File: src/rtl/fd_pkg.sv
`default_nettype none
// ============================================================================
//  Module   : fd_pkg
//  Purpose  : Shared ring geometry and state encoding for the FAST-9 path.
//  Revision : 1.0
// ============================================================================
package fd_pkg;

  localparam int RING_N      = 16;
  localparam int CENTRE_SLOT = 16;

  typedef logic signed [3:0] ring_off_t;

  // Bresenham radius-3 circle, clockwise from the top pixel.
  localparam ring_off_t RING_DX [RING_N] = '{
    4'sd0,  4'sd1,  4'sd2,  4'sd3,  4'sd3,  4'sd3,  4'sd2,  4'sd1,
    4'sd0, -4'sd1, -4'sd2, -4'sd3, -4'sd3, -4'sd3, -4'sd2, -4'sd1
  };
  localparam ring_off_t RING_DY [RING_N] = '{
   -4'sd3, -4'sd3, -4'sd2, -4'sd1,  4'sd0,  4'sd1,  4'sd2,  4'sd3,
    4'sd3,  4'sd3,  4'sd2,  4'sd1,  4'sd0, -4'sd1, -4'sd2, -4'sd3
  };

  typedef enum logic [0:0] {
    IDLE  = 1'b0,
    FETCH = 1'b1
  } fd_state_e;

endpackage
`default_nettype wire

File: src/rtl/fd_scan_controller_if.sv
`default_nettype none
// ============================================================================
//  Module   : fd_scan_controller_if
//  Purpose  : Control, fetch handshake and completion signals of the scanner.
//  Revision : 1.0
// ============================================================================
interface fd_scan_controller_if #(
  parameter int ADDR_W = 15
);
  logic              start;
  logic              abort;
  logic              fetch_ready;
  logic              fetch_valid;
  logic [ADDR_W-1:0] ref_addr;
  logic [4:0]        reg_addr;
  logic              readen;
  logic [7:0]        pixel_x;
  logic [7:0]        pixel_y;
  logic              busy;
  logic              frame_done;

  modport master (
    input  start, abort, fetch_ready,
    output fetch_valid, ref_addr, reg_addr, readen, pixel_x, pixel_y, busy, frame_done
  );

  modport slave (
    output start, abort, fetch_ready,
    input  fetch_valid, ref_addr, reg_addr, readen, pixel_x, pixel_y, busy, frame_done
  );
endinterface
`default_nettype wire

File: src/rtl/fd_ring_offset.sv
`default_nettype none
// ============================================================================
//  Module   : fd_ring_offset
//  Purpose  : Ring slot index -> signed linear address offset from the centre.
//  Revision : 1.0
// ============================================================================
module fd_ring_offset
  import fd_pkg::*;
#(
  parameter int COLUMNS = 180,
  parameter int OFF_W   = 16
) (
  input  logic [4:0]              i_slot,
  output logic signed [OFF_W-1:0] o_offset
);

  localparam logic signed [OFF_W-1:0] c_COLUMNS = OFF_W'(COLUMNS);

  ring_off_t               w_dx4;
  ring_off_t               w_dy4;
  logic signed [OFF_W-1:0] w_dx;
  logic signed [OFF_W-1:0] w_dy;

  // Slots at or beyond RING_N address the centre itself.
  always_comb begin
    w_dx4 = '0;
    w_dy4 = '0;
    if (i_slot < 5'(RING_N)) begin
      w_dx4 = RING_DX[i_slot[3:0]];
      w_dy4 = RING_DY[i_slot[3:0]];
    end
    w_dx     = {{(OFF_W-4){w_dx4[3]}}, w_dx4};
    w_dy     = {{(OFF_W-4){w_dy4[3]}}, w_dy4};
    o_offset = w_dy * c_COLUMNS + w_dx;
  end

endmodule
`default_nettype wire

File: src/rtl/fd_scan_controller.sv
`default_nettype none
// ============================================================================
//  Module   : fd_scan_controller
//  Purpose  : Sweeps frame centres and issues 17 ring/centre fetches per window.
//  Revision : 1.0
// ============================================================================
module fd_scan_controller
  import fd_pkg::*;
#(
  parameter int COLUMNS = 180,
  parameter int ROWS    = 120,
  parameter int BORDER  = 3,
  parameter int ADDR_W  = 15
) (
  input  logic                 clock,
  input  logic                 reset,
  fd_scan_controller_if.master bus
);

  localparam logic [0:0] ST_IDLE  = IDLE;
  localparam logic [0:0] ST_FETCH = FETCH;

  localparam int OFF_W = ADDR_W + 1;

  localparam logic [7:0]        c_FIRST_X      = 8'(BORDER);
  localparam logic [7:0]        c_LAST_X       = 8'(COLUMNS - 1 - BORDER);
  localparam logic [7:0]        c_LAST_Y       = 8'(ROWS - 1 - BORDER);
  localparam logic [ADDR_W-1:0] c_FIRST_CENTRE = ADDR_W'(BORDER * COLUMNS + BORDER);
  localparam logic [ADDR_W-1:0] c_ROW_STEP     = ADDR_W'(2 * BORDER + 1);
  localparam logic [4:0]        c_CENTRE_SLOT  = 5'(CENTRE_SLOT);

  if (BORDER < 3) begin : g_badBorder
    $error("fd_scan_controller: BORDER must cover the ring radius of 3");
  end
  if ((2.0 ** ADDR_W) < (COLUMNS * ROWS)) begin : g_badAddrW
    $error("fd_scan_controller: ADDR_W too narrow for the frame");
  end
  if (COLUMNS > 256 || ROWS > 256) begin : g_badFrame
    $error("fd_scan_controller: pixel coordinates are 8 bits wide");
  end

  logic [0:0]              r_state;
  logic [4:0]              r_slot;
  logic [ADDR_W-1:0]       r_centre;
  logic [7:0]              r_x;
  logic [7:0]              r_y;
  logic                    r_readen;
  logic                    r_frameDone;
  logic [7:0]              r_pixelX;
  logic [7:0]              r_pixelY;

  logic signed [OFF_W-1:0] w_offset;
  logic [OFF_W-1:0]        w_sum;
  logic                    w_fetching;
  logic                    w_lastSlot;
  logic                    w_lastX;
  logic                    w_lastY;

  fd_ring_offset #(
    .COLUMNS (COLUMNS),
    .OFF_W   (OFF_W)
  ) u_ringOffset (
    .i_slot   (r_slot),
    .o_offset (w_offset)
  );

  assign w_fetching = (r_state == ST_FETCH);
  assign w_lastSlot = (r_slot == c_CENTRE_SLOT);
  assign w_lastX    = (r_x == c_LAST_X);
  assign w_lastY    = (r_y == c_LAST_Y);
  assign w_sum      = {1'b0, r_centre} + w_offset;

  // Address and slot read as zero whenever no fetch is being requested.
  assign bus.fetch_valid = w_fetching;
  assign bus.busy        = w_fetching;
  assign bus.ref_addr    = w_fetching ? w_sum[ADDR_W-1:0] : '0;
  assign bus.reg_addr    = w_fetching ? r_slot : '0;
  assign bus.readen      = r_readen;
  assign bus.frame_done  = r_frameDone;
  assign bus.pixel_x     = r_pixelX;
  assign bus.pixel_y     = r_pixelY;

  always_ff @(posedge clock or posedge reset) begin
    if (reset) begin
      r_state     <= ST_IDLE;
      r_slot      <= '0;
      r_centre    <= '0;
      r_x         <= '0;
      r_y         <= '0;
      r_readen    <= 1'b0;
      r_frameDone <= 1'b0;
      r_pixelX    <= '0;
      r_pixelY    <= '0;
    end else begin
      r_readen    <= 1'b0;
      r_frameDone <= 1'b0;
      if (bus.abort) begin
        r_state  <= ST_IDLE;
        r_slot   <= '0;
        r_centre <= '0;
        r_x      <= '0;
        r_y      <= '0;
        r_pixelX <= '0;
        r_pixelY <= '0;
      end else begin
        case (r_state)
          ST_IDLE: begin
            if (bus.start) begin
              r_state  <= ST_FETCH;
              r_slot   <= '0;
              r_centre <= c_FIRST_CENTRE;
              r_x      <= c_FIRST_X;
              r_y      <= c_FIRST_X;
            end
          end
          ST_FETCH: begin
            if (bus.fetch_ready) begin
              if (w_lastSlot) begin
                // Window complete: the next centre's slot 0 follows with no bubble.
                r_slot   <= '0;
                r_readen <= 1'b1;
                r_pixelX <= r_x;
                r_pixelY <= r_y;
                if (w_lastX) begin
                  if (w_lastY) begin
                    r_frameDone <= 1'b1;
                    r_state     <= ST_IDLE;
                  end else begin
                    r_x      <= c_FIRST_X;
                    r_y      <= r_y + 8'd1;
                    r_centre <= r_centre + c_ROW_STEP;
                  end
                end else begin
                  r_x      <= r_x + 8'd1;
                  r_centre <= r_centre + ADDR_W'(1);
                end
              end else begin
                r_slot <= r_slot + 5'd1;
              end
            end
          end
          default: r_state <= ST_IDLE;
        endcase
      end
    end
  end

endmodule
`default_nettype wire

File: src/flat_wrapper.sv
// flat-port wrapper written by rule: the top's interface ports become plain ports
module fd_scan_controller_flat import fd_pkg::*;
#(
  parameter int COLUMNS = 180,
  parameter int ROWS    = 120,
  parameter int BORDER  = 3,
  parameter int ADDR_W  = 15
)
  (clock, reset, bus_start, bus_abort, bus_fetch_ready, bus_fetch_valid, bus_ref_addr, bus_reg_addr, bus_readen, bus_pixel_x, bus_pixel_y, bus_busy, bus_frame_done);
  fd_scan_controller_if #(.ADDR_W(ADDR_W)) bus_i ();
  input  logic clock;
  input  logic reset;
  input wire logic [$bits(bus_i.start)-1:0] bus_start;
  input wire logic [$bits(bus_i.abort)-1:0] bus_abort;
  input wire logic [$bits(bus_i.fetch_ready)-1:0] bus_fetch_ready;
  output wire logic [$bits(bus_i.fetch_valid)-1:0] bus_fetch_valid;
  output wire logic [$bits(bus_i.ref_addr)-1:0] bus_ref_addr;
  output wire logic [$bits(bus_i.reg_addr)-1:0] bus_reg_addr;
  output wire logic [$bits(bus_i.readen)-1:0] bus_readen;
  output wire logic [$bits(bus_i.pixel_x)-1:0] bus_pixel_x;
  output wire logic [$bits(bus_i.pixel_y)-1:0] bus_pixel_y;
  output wire logic [$bits(bus_i.busy)-1:0] bus_busy;
  output wire logic [$bits(bus_i.frame_done)-1:0] bus_frame_done;
  assign bus_i.start = bus_start;
  assign bus_i.abort = bus_abort;
  assign bus_i.fetch_ready = bus_fetch_ready;
  assign bus_fetch_valid = bus_i.fetch_valid;
  assign bus_ref_addr = bus_i.ref_addr;
  assign bus_reg_addr = bus_i.reg_addr;
  assign bus_readen = bus_i.readen;
  assign bus_pixel_x = bus_i.pixel_x;
  assign bus_pixel_y = bus_i.pixel_y;
  assign bus_busy = bus_i.busy;
  assign bus_frame_done = bus_i.frame_done;
  fd_scan_controller #(.COLUMNS(COLUMNS), .ROWS(ROWS), .BORDER(BORDER), .ADDR_W(ADDR_W)) u_core (.clock(clock), .reset(reset), .bus(bus_i));
endmodule
File: config.mk
export PLATFORM = sky130hd
export DESIGN_NAME = fd_scan_controller_flat
export DESIGN_NICKNAME = d
export VERILOG_FILES = /design/src/rtl/fd_pkg.sv /design/src/rtl/fd_scan_controller_if.sv /design/src/rtl/fd_ring_offset.sv /design/src/rtl/fd_scan_controller.sv /design/src/flat_wrapper.sv
export SDC_FILE = /design/constraint.sdc
export NUM_CORES = 1
export LEC_CHECK = 0
export ABC_AREA = 1
export BUFFER_PORTS_ARGS = -buffer_cell sky130_fd_sc_hd__buf_4
export CAP_MARGIN = 20
export CORE_UTILIZATION = 50
export CTS_BUF_LIST = sky130_fd_sc_hd__clkbuf_16
export DETAILED_ROUTE_END_ITERATION = 16
export PLACE_DENSITY = 0.75
export SYNTH_ARGS = -nofsm -noshare
export SYNTH_HDL_FRONTEND = slang
export SYNTH_SLANG_ARGS = --single-unit
File: constraint.sdc
create_clock -name clock -period 10.4 [get_ports clock]
set_clock_uncertainty 0.1 [all_clocks]
set_input_delay 1.04 -clock clock [delete_from_list [all_inputs] [get_ports clock]]
set_output_delay 1.04 -clock clock [all_outputs]
set_load 0.05 [all_outputs]
==> Yosys cells after proc, flatten, opt, wreduce, memory -nomap -nowiden <==
Memory sizes are Yosys's and may differ from the RTL's.
Cells that the tools add are included.
{ "op_classes": {"add_sub_neg": 7, "n_mul": 1, "n_div": 0, "n_lt_le_gt_ge": 2, "eq_ne": 9, "shifts": 0, "mux": 58, "bitwise_logic": 2, "n_reduce_logical": 7} }
{ "op_table": {"columns": ["op", "count"], "rows": [
  ["two-way mux 8 bit", 19],
  ["two-way mux 15 bit", 7],
  ["case mux 8 bit (2 select lines)", 2],
  ["case mux 15 bit (2 select lines)", 1],
  ["two-way mux 5 bit", 5],
  ["two-way mux 4 bit", 6],
  ["adder 8 x 1 -> 8 bit (second input constant)", 2],
  ["two-way mux 1 bit", 16],
  ["adder 15 x 1 -> 15 bit (second input constant)", 1],
  ["adder 15 bit", 1],
  ["adder 15 x 3 -> 15 bit (second input constant)", 1],
  ["inequality test 3 bit (second input constant)", 5],
  ["adder 13 x 4 -> 14 bit", 1],
  ["multiplier 4 x 7 -> 11 bit (second input constant)", 1],
  ["case mux 5 bit (2 select lines)", 1],
  ["== test 8 x 7 -> 1 bit (second input constant)", 1],
  ["== test 8 bit (second input constant)", 1],
  ["nonzero test 2 bit", 3],
  ["adder 5 x 1 -> 5 bit (second input constant)", 1],
  ["== test 5 bit (second input constant)", 1],
  ["greater-or-equal comparator 5 bit (second input constant)", 1],
  ["< comparator 5 bit (second input constant)", 1],
  ["NOT 4 -> 5 bit", 1],
  ["AND reduction 5 bit", 1],
  ["other kinds (6)", 6]
]} }
{ "totals": {"regBits": 55, "latchBits": 0, "mem_bits_rw": 0, "romBits": 128, "in_bits": 5, "output_inout_bits": 40, "wordCells": 97, "n_memories": 2} }
{ "memory_table": {"columns": ["name", "words", "word_bits", "rd", "rd_clocked_by_memory_dff", "wr", "line", "rtl"], "rows": [
  ["(no name shown)", 16, 4, 1, 0, 0, "fd_ring_offset.sv:30", "w_dy4 = RING_DY[i_slot[3:0]];"],
  ["(no name shown)", 16, 4, 1, 0, 0, "fd_ring_offset.sv:29", "w_dx4 = RING_DX[i_slot[3:0]];"]
]} }

==> Logic depth before layout (Yosys ltp) <==
Gate-level depths: netlist (run 1).
{ "depth": {"word_depth": 9, "ltp_mapped": 29, "depth_no_buf": 29} }

==> Modules after synthesis <==
A second synthesis (run 1) with hierarchy kept.
{ "hier_totals": {"cells_unflattened": 621, "hier_area_um2": 4446.8} }
{ "by_module_without_submodules": {"columns": ["mod", "n_inst", "cells_per_inst", "area_per_inst_um2", "seq_area_each_um2"], "rows": [
  ["fd_scan_controller", 1, 490, 3623.5, 1376.3],
  ["fd_ring_offset", 1, 131, 823.3, 0.0]
]} }

==> Worst setup path before layout (run 1) <==
OpenSTA, ideal clock, no wires.
{ "synth_timing": {"kind": "reg-to-output", "from": "reg u_core.r_slot[0]", "to": "out bus_ref_addr[12]", "t_arrival_ns": 4.653, "required_ns": 9.260, "path_slack_ns": 4.607, "path_stages_with_launch": 27, "path_buffers": 0, "cell_sequence": "dfrtp_1 > inv_1 > ha_1 > nand2_1 > o211ai_1 > nand3_1 > ha_1 > inv_1 > ha_1 > or2_2 > ha_1 > nand3_1 > nand2_1 > xor2_1 > ha_1 > nand2_1 > nor2_1 > nor2_1 > nand2_1 > xor2_1 > ha_1 > nand2_1 > nor2_1 > nand3_1 > nand3_1 > o21ai_0 > a21oi_1"} }
{ "synth_via": {"elab_chain_cells": 9, "word_cells_on_any_way": 14, "classes_between": "add/sub: 2; mul: 1; order compare: 1; mux: 7; bitwise: 1; memory: 2"} }
{ "synth_rtl": {"columns": ["item", "line", "rtl"], "rows": [
  ["start, declared", "fd_scan_controller.sv:43", "logic [4:0] r_slot;"],
  ["start signal, assigned", "fd_scan_controller.sv:138", "r_slot <= r_slot + 5'd1;"],
  ["NOT 4 -> 5 bit (not written as such)", "fd_ring_offset.sv:29, fd_ring_offset.sv:30", null],
  ["memory read (16 x 4 bit)", null, null],
  ["two-way mux 4 bit (not written as such) (2 in series)", "fd_ring_offset.sv:30", null],
  ["two-way mux 4 bit", "fd_ring_offset.sv:28", "if (i_slot < 5'(RING_N)) begin"],
  ["multiplier 4 x 7 -> 11 bit", "fd_ring_offset.sv:34", "o_offset = w_dy * c_COLUMNS + w_dx;"],
  ["adder 13 x 4 -> 14 bit (*)", "fd_ring_offset.sv:34", null],
  ["adder 15 bit (*)", "fd_scan_controller.sv:71", "assign w_sum = {1'b0, r_centre} + w_offset;"],
  ["two-way mux 15 bit (*)", "fd_scan_controller.sv:76", "assign bus.ref_addr = w_fetching ? w_sum[ADDR_W-1:0] : '0;"],
  ["end, declared", "flat_wrapper.sv:17", "output wire logic [$bits(bus_i.ref_addr)-1:0] bus_ref_addr;"]
]} }
Every way passes the cells marked *; elsewhere a longest branch is shown, timed or not. The select of a mux whose other input is x is not followed.

==> Worst setup path after layout (run 1) <==
{ "layout_timing": {"from": "reg u_core.r_slot[1]", "to": "out bus_ref_addr[14]"} }
Same word-level chain as after synthesis.

==> flow_summary.json, run 1 <==
{
  "outcome": "finished, final reports clean",
  "drc": 0,
  "drive_above_1_share_pct": 11.2,
  "clkSinkCount": 55,
  "htree_levels": 2,
  "place_congestion": 1.00,
  "vias": 4299,
  "leakage_uw": 0.00263,
  "crit_slowest_cell": "dfrtp_1",
  "io_pins": 45,
  "syn_area_per_cell_sq_um": 6.96,
  "die_w_um": 97.4,
  "ys_seq_area_share_pct": 30.2,
  "crit_family": "adder cells",
  "finalCoreUtilization_pct": 58.4,
  "grt_max_degree": 56,
  "clkTransAtPathRegs_ns": 0.07,
  "antenna_cells": 0,
  "clock_latency_ns": 0.29,
  "crit_top_cell": "ha_1",
  "syn_inst": 654,
  "cts_setup_buffers": 0,
  "holdBufCountCts": 0,
  "r2r_end": "u_core.r_centre[7]",
  "antenna_found_initial": 0,
  "hpwlAfterDp_um": 8140,
  "synthArstFlopShare_pct": 100,
  "cap_viol_max_count": 0,
  "seq_area_sq_um": 1380,
  "drt-pass1-iter-count": 5,
  "cts_root_buf": "clkbuf_16",
  "finalSetupTns_ns": 0,
  "dr_wl_met3_um": 438,
  "min-delay-start": "u_core.bus.pixel_x[2]",
  "wire_per_inst_um": 13.6,
  "core_sq_um": 8760,
  "grt.overflow.total": 0,
  "fin_crit_sh_pct": 59.0,
  "layout_commonest_cell": "nand2_1",
  "yosysWarnings": 0,
  "grt_setup_unrepaired": "no",
  "relSlewSlack_pct": 35.5,
  "hold_ws_ns": 0.416,
  "totalWireLength_um": 10800,
  "power-per-cell-area_nw_per_um2": 136,
  "syn_nets": 702,
  "synth_ff_type": "dfrtp_1",
  "wl_met2_um": 5020,
  "critPathArrivalTime_ns": 5.00,
  "mostFrequentLayoutCells": "145 x nand2_1, 81 x inv_1, 65 x nand3_1",
  "via_per_inst": 5.39,
  "row_count": 34,
  "setup_ws_ns": 4.26,
  "reg2reg_slack_ns": 7.64,
  "portBuffers": 44,
  "synth-edff-count": 0,
  "slew_viol_final": 0,
  "max-clock-path-buffers": 2,
  "holdPathEnd": "u_core.bus.pixel_x[2]",
  "tritoncts": "built",
  "top_layer": "met4",
  "die_height_um": 97.4,
  "min-delay-path-class": "flop to flop",
  "drt_iter0_drc": 213,
  "min_period_ns": 6.14,
  "nNetsFinal": 737,
  "syn-cell-area_sq_um": 4550,
  "hold_viol_final": 0,
  "grt_pass1_vias": 3954,
  "area_growth_pct": 12.3,
  "worst_pin_slew_ns": 0.967,
  "critPathMaxStageDelay_ns": 0.44,
  "synth_cell_type_count": 43,
  "r2r_cells": 13,
  "fp.dieArea_sq_um": 9490,
  "path_buf_inv": 5,
  "holdPathStages": 2,
  "fmaxAchievable_ghz": 0.163,
  "max-vdd-ir-drop_mv": 0.0804,
  "postRouteAntennaNets": 0,
  "worstSetupEndpointType": "primary output",
  "finalSetupViolCount": 0,
  "cts_inserted_buffers": 5,
  "m1WireLength_um": 5290,
  "path_max_fanout": 6,
  "start_util_pct": 52.0,
  "grt_pass1_wl_um": 18400,
  "worstReg2RegStart": "u_core.r_x[0]",
  "place_ws_ns": 4.57,
  "multi_input_area_sq_um": 2750,
  "cp_data_required_time_ns": 9.26,
  "ys_ff_latch": 55,
  "crit_path_start_kind": "flop",
  "critPathKind": "flop to primary output",
  "grt_use_total_pct": 23.2,
  "fillers": 810,
  "cts_resized": 0
}
## worst max-delay path by stage
| stage | startpoint | end | slack, ns | depth (start not counted) |
|---|---|---|---|---|
| global placement | u_core.r_slot[0] | bus_ref_addr[14] | 4.70 | 27 |
| finish | u_core.r_slot[1] | bus_ref_addr[14] | 4.26 | 27 |
| global route | u_core.r_slot[0] | bus_ref_addr[13] | 3.78 | 29 |
| floorplan | u_core.r_slot[0] | bus_ref_addr[12] | 4.61 | 26 |
| CTS | u_core.r_slot[1] | bus_ref_addr[14] | 4.26 | 27 |
| detailed placement | u_core.r_slot[1] | bus_ref_addr[14] | 4.57 | 27 |
## power breakdown
part           switching (uW)  leakage, uW  internal [uW]
combinational             185      0.00180           86.2
sequential               11.8     0.000749            223
clock                    75.8    0.0000818            114
## worst min-delay path, cell delays in order, from the launching register on
cell	delay [ns]
dfrtp_1	0.35
nand3_1	0.07
nand2_1	0.06
## cells by family (layout without fill, tap and decap cells)
| group | count (synthesis) | after routing | share of synthesized area [%] |
|---|---|---|---|
| AND/OR/NAND/NOR | 319 | 319 | 30.8 |
| buffers and inverters | 108 | 144 | 9.45 |
| AO/OA/AOI/OAI | 105 | 105 | 12.6 |
| flip-flops | 55 | 55 | 30.2 |
| adder cells (fa/ha/maj) | 43 | 43 | 12.3 |
| XOR/XNOR | 24 | 24 | 4.62 |
## per-stage QoR
stage | power (uW) | area [sq um] | cells
finish | 696 | 5110 | 798
CTS | 699 | 5110 | 798
detailed placement | 509 | 4950 | 790
floorplan | 448 | 4550 | 654
global placement | 504 | 4950 | 790
global route | 742 | 5110 | 798
## layer usage
layer  vias to the layer above  GRT usage, %
met5                         -             0
met2                       118          37.4
met4                         0          3.85
met3                         8          2.59
met1                      1972          34.0
li1                       2201             -
## cell usage after synthesis (2+ instances only)
library cell,number,area [sq um]
xor2_1,20,175
a21oi_1,32,160
nor2_2,2,12.5
o21bai_1,2,15.0
nor3_1,23,115
ha_1,40,500
a211oi_1,2,15.0
nor2_1,61,229
clkbuf_1,10,37.5
o21ai_0,36,180
inv_1,82,308
buf_2,3,15.0
nor3b_1,3,22.5
buf_4,3,22.5
nand3_1,65,325
inv_2,6,22.5
dfrtp_1,55,1380
or2_2,4,25.0
nand4_1,7,43.8
fa_1,3,60.1
nor2_4,4,45.0
nand2_1,145,544
xnor2_1,4,35.0
buf_1,2,7.51
o21ai_1,20,100
o22ai_1,3,18.8
## cell type report
cell class / instances / share of cell area (%)
clock buffers: 5 / 2.45
clock inverters: 3 / 0.832
inverters: 89 / 6.58
multi-input cells: 491 / 53.7
flip-flops and latches: 55 / 26.9
well taps: 108 / 2.64
repair buffers: 47 / 6.90
## registers in the layout, summed over array words and instances, names as in the netlist, 5 cells and up
signal / cells
u_core.bus.pixel_x: 8
u_core.r_slot: 5
u_core.r_y: 8
u_core.bus.pixel_y: 8
u_core.r_x: 8
u_core.r_centre: 15
Note: power is estimated with default switching activity, not from simulation.
==> run 2: changes to the inputs <==
--- a/config.mk
+++ b/config.mk
@@ -11,7 +11,7 @@
 export CORE_UTILIZATION = 50
 export CTS_BUF_LIST = sky130_fd_sc_hd__clkbuf_16
 export DETAILED_ROUTE_END_ITERATION = 16
-export PLACE_DENSITY = 0.75
+export PLACE_DENSITY = 0.78
 export SYNTH_ARGS = -nofsm -noshare
 export SYNTH_HDL_FRONTEND = slang
 export SYNTH_SLANG_ARGS = --single-unit
==> constraint.sdc (replaced) <==
create_clock -name clock -period 5.26 [get_ports clock]
set_clock_uncertainty 0.1 [all_clocks]
set_input_delay 0.526 -clock clock [delete_from_list [all_inputs] [get_ports clock]]
set_output_delay 0.526 -clock clock [all_outputs]
set_load 0.05 [all_outputs]
==> flow_summary.json, run 2 (synthesis gave the netlist of run 1 again) <==
{
  "grt.overflow.total": 0,
  "p_int_uw": 885,
  "drive_above_1_share_pct": 24.3,
  "pwr-share-seq_pct": 30.8,
  "tritoncts": "built",
  "portBuffers": 44,
  "setup_ws_ns": 0.0142,
  "area_growth_pct": 25.2,
  "crit_family": "simple AND/OR/NAND/NOR gates",
  "totalWireLength_um": 12300,
  "grt_max_degree": 56,
  "grt_pass1_vias": 4250,
  "fp.dieArea_sq_um": 9490,
  "drt-pass1-iter-count": 6,
  "critPathKind": "flop to primary output",
  "core_sq_um": 8760,
  "fin_crit_sh_pct": 99.7,
  "finalSetupViolCount": 0,
  "largest_register_ffs": 15,
  "path_buf_inv": 4,
  "cp_data_required_time_ns": 4.63,
  "die_height_um": 97.4,
  "place_congestion": 0.960,
  "finalSetupTns_ns": 0,
  "max-clock-path-buffers": 2,
  "grt_pass1_wl_um": 20200,
  "row_count": 34,
  "grt_setup_unrepaired": "yes",
  "die_w_um": 97.4,
  "hpwlAfterDp_um": 8490,
  "layout_commonest_cell": "nand2_1",
  "postRouteAntennaNets": 0,
  "comb_power_share_pct": 47.8,
  "leakage_uw": 0.00278,
  "clkSinkCount": 55,
  "cts_root_buf": "clkbuf_16",
  "path_max_fanout": 4,
  "clockPowerShare_pct": 21.4,
  "relSlewSlack_pct": 35.2,
  "worst_pin_slew_ns": 0.972,
  "htree_levels": 2,
  "holdBufCountCts": 0,
  "start_util_pct": 52.0,
  "grt_use_total_pct": 25.6,
  "critPathMaxStageDelay_ns": 0.39,
  "clock_latency_ns": 0.29,
  "hold_viol_final": 0,
  "via_per_inst": 5.54,
  "wire_per_inst_um": 14.9,
  "place_ws_ns": 0.0370,
  "nNetsFinal": 763,
  "power-per-cell-area_nw_per_um2": 265,
  "antenna_cells": 0,
  "drc": 0,
  "antenna_found_initial": 0,
  "io_pins": 45,
  "min-delay-path-class": "primary input to asynchronous set/reset pin",
  "finalCoreUtilization_pct": 65.0,
  "regMostFlops": "u_core.r_centre",
  "clkTransAtPathRegs_ns": 0.07,
  "placed_cells": 792,
  "mostFrequentLayoutCells": "127 x nand2_1, 78 x inv_1, 62 x buf_4",
  "crit_slowest_cell": "dfrtp_1",
  "finalNonFillerCells": 823,
  "critPathArrivalTime_ns": 4.62,
  "outcome": "finished, final reports clean",
  "power_switching_uw": 623,
  "max-vdd-ir-drop_mv": 0.146,
  "slew_viol_final": 0,
  "switching_share_pct": 41.3,
  "total_power_uw": 1510,
  "min_period_ns": 5.25,
  "drt_iter0_drc": 326,
  "cap_viol_max_count": 0,
  "crit_top_cell": "nand2_2",
  "vias": 4562,
  "fmaxAchievable_ghz": 0.191,
  "worstSetupEndpointType": "primary output",
  "cts_inserted_buffers": 5,
  "crit_path_start_kind": "flop"
}
run 2: final cells by class:
cell class / instances / area [sq um]
Sequential cell: 55 / 1380
Inverter: 89 / 339
Timing Repair Buffer: 73 / 589
Fill cell: 733 / 3060
Clock inverter: 2 / 12.5
Tap cell: 108 / 135
Multi-Input combinational cell: 491 / 3120
Clock buffer: 5 / 125
run 2: layer usage:
layer	GRT usage, %	vias up	wire [um]
li1	-	2259	-
met2	42.3	133	5950
met4	7.01	0	248
met5	0	-	0
met1	35.4	2145	5620
met3	3.31	25	446
run 2: worst paths after layout:
| kind | start | end | slack, ns | cells after the start |
|---|---|---|---|---|
| min | reset | u_core.r_x[4] | 0.31 | 3 |
| min in group clock | u_core.bus.pixel_y[7] | u_core.bus.pixel_y[7] | 0.42 | 2 |
| max reg2reg | u_core.r_x[0] | u_core.r_centre[9] | 2.58 | 14 |
| max in group asynchronous | reset | u_core.r_slot[2] | 4.22 | 3 |
| min reg2reg | u_core.bus.pixel_y[7] | u_core.bus.pixel_y[7] | 0.42 | 2 |
| max | u_core.r_slot[0] | bus_ref_addr[14] | 0.01 | 29 |
run 2: power groups by stage:
stage               clock network [uW]  logic, uW  registers (uW)
floorplan                            0        420             467
global placement                     0        530             471
detailed placement                   0        540             473
CTS                                330        621             463
global route                       345        788             466
finish                             324        721             464
run 2: stage by stage:
step	hold slack, ns	instance area (sq um)
after global routing	0.410	5700
after detailed placement	0.406	4970
after floorplan	0.383	4560
after CTS	0.352	5350
after global placement	0.392	4970
final	0.308	5700
run 2: worst min-delay path: cells and delay by family:
kind	cells	cell delay (ns)
buf+inv	3	0.67
run 2: timing repair:
item                       4_1_cts  5_1_grt
setup endpoints to repair        7        8
buffers inserted                16        9
pin swaps                       15       50
gates resized for setup         29       75
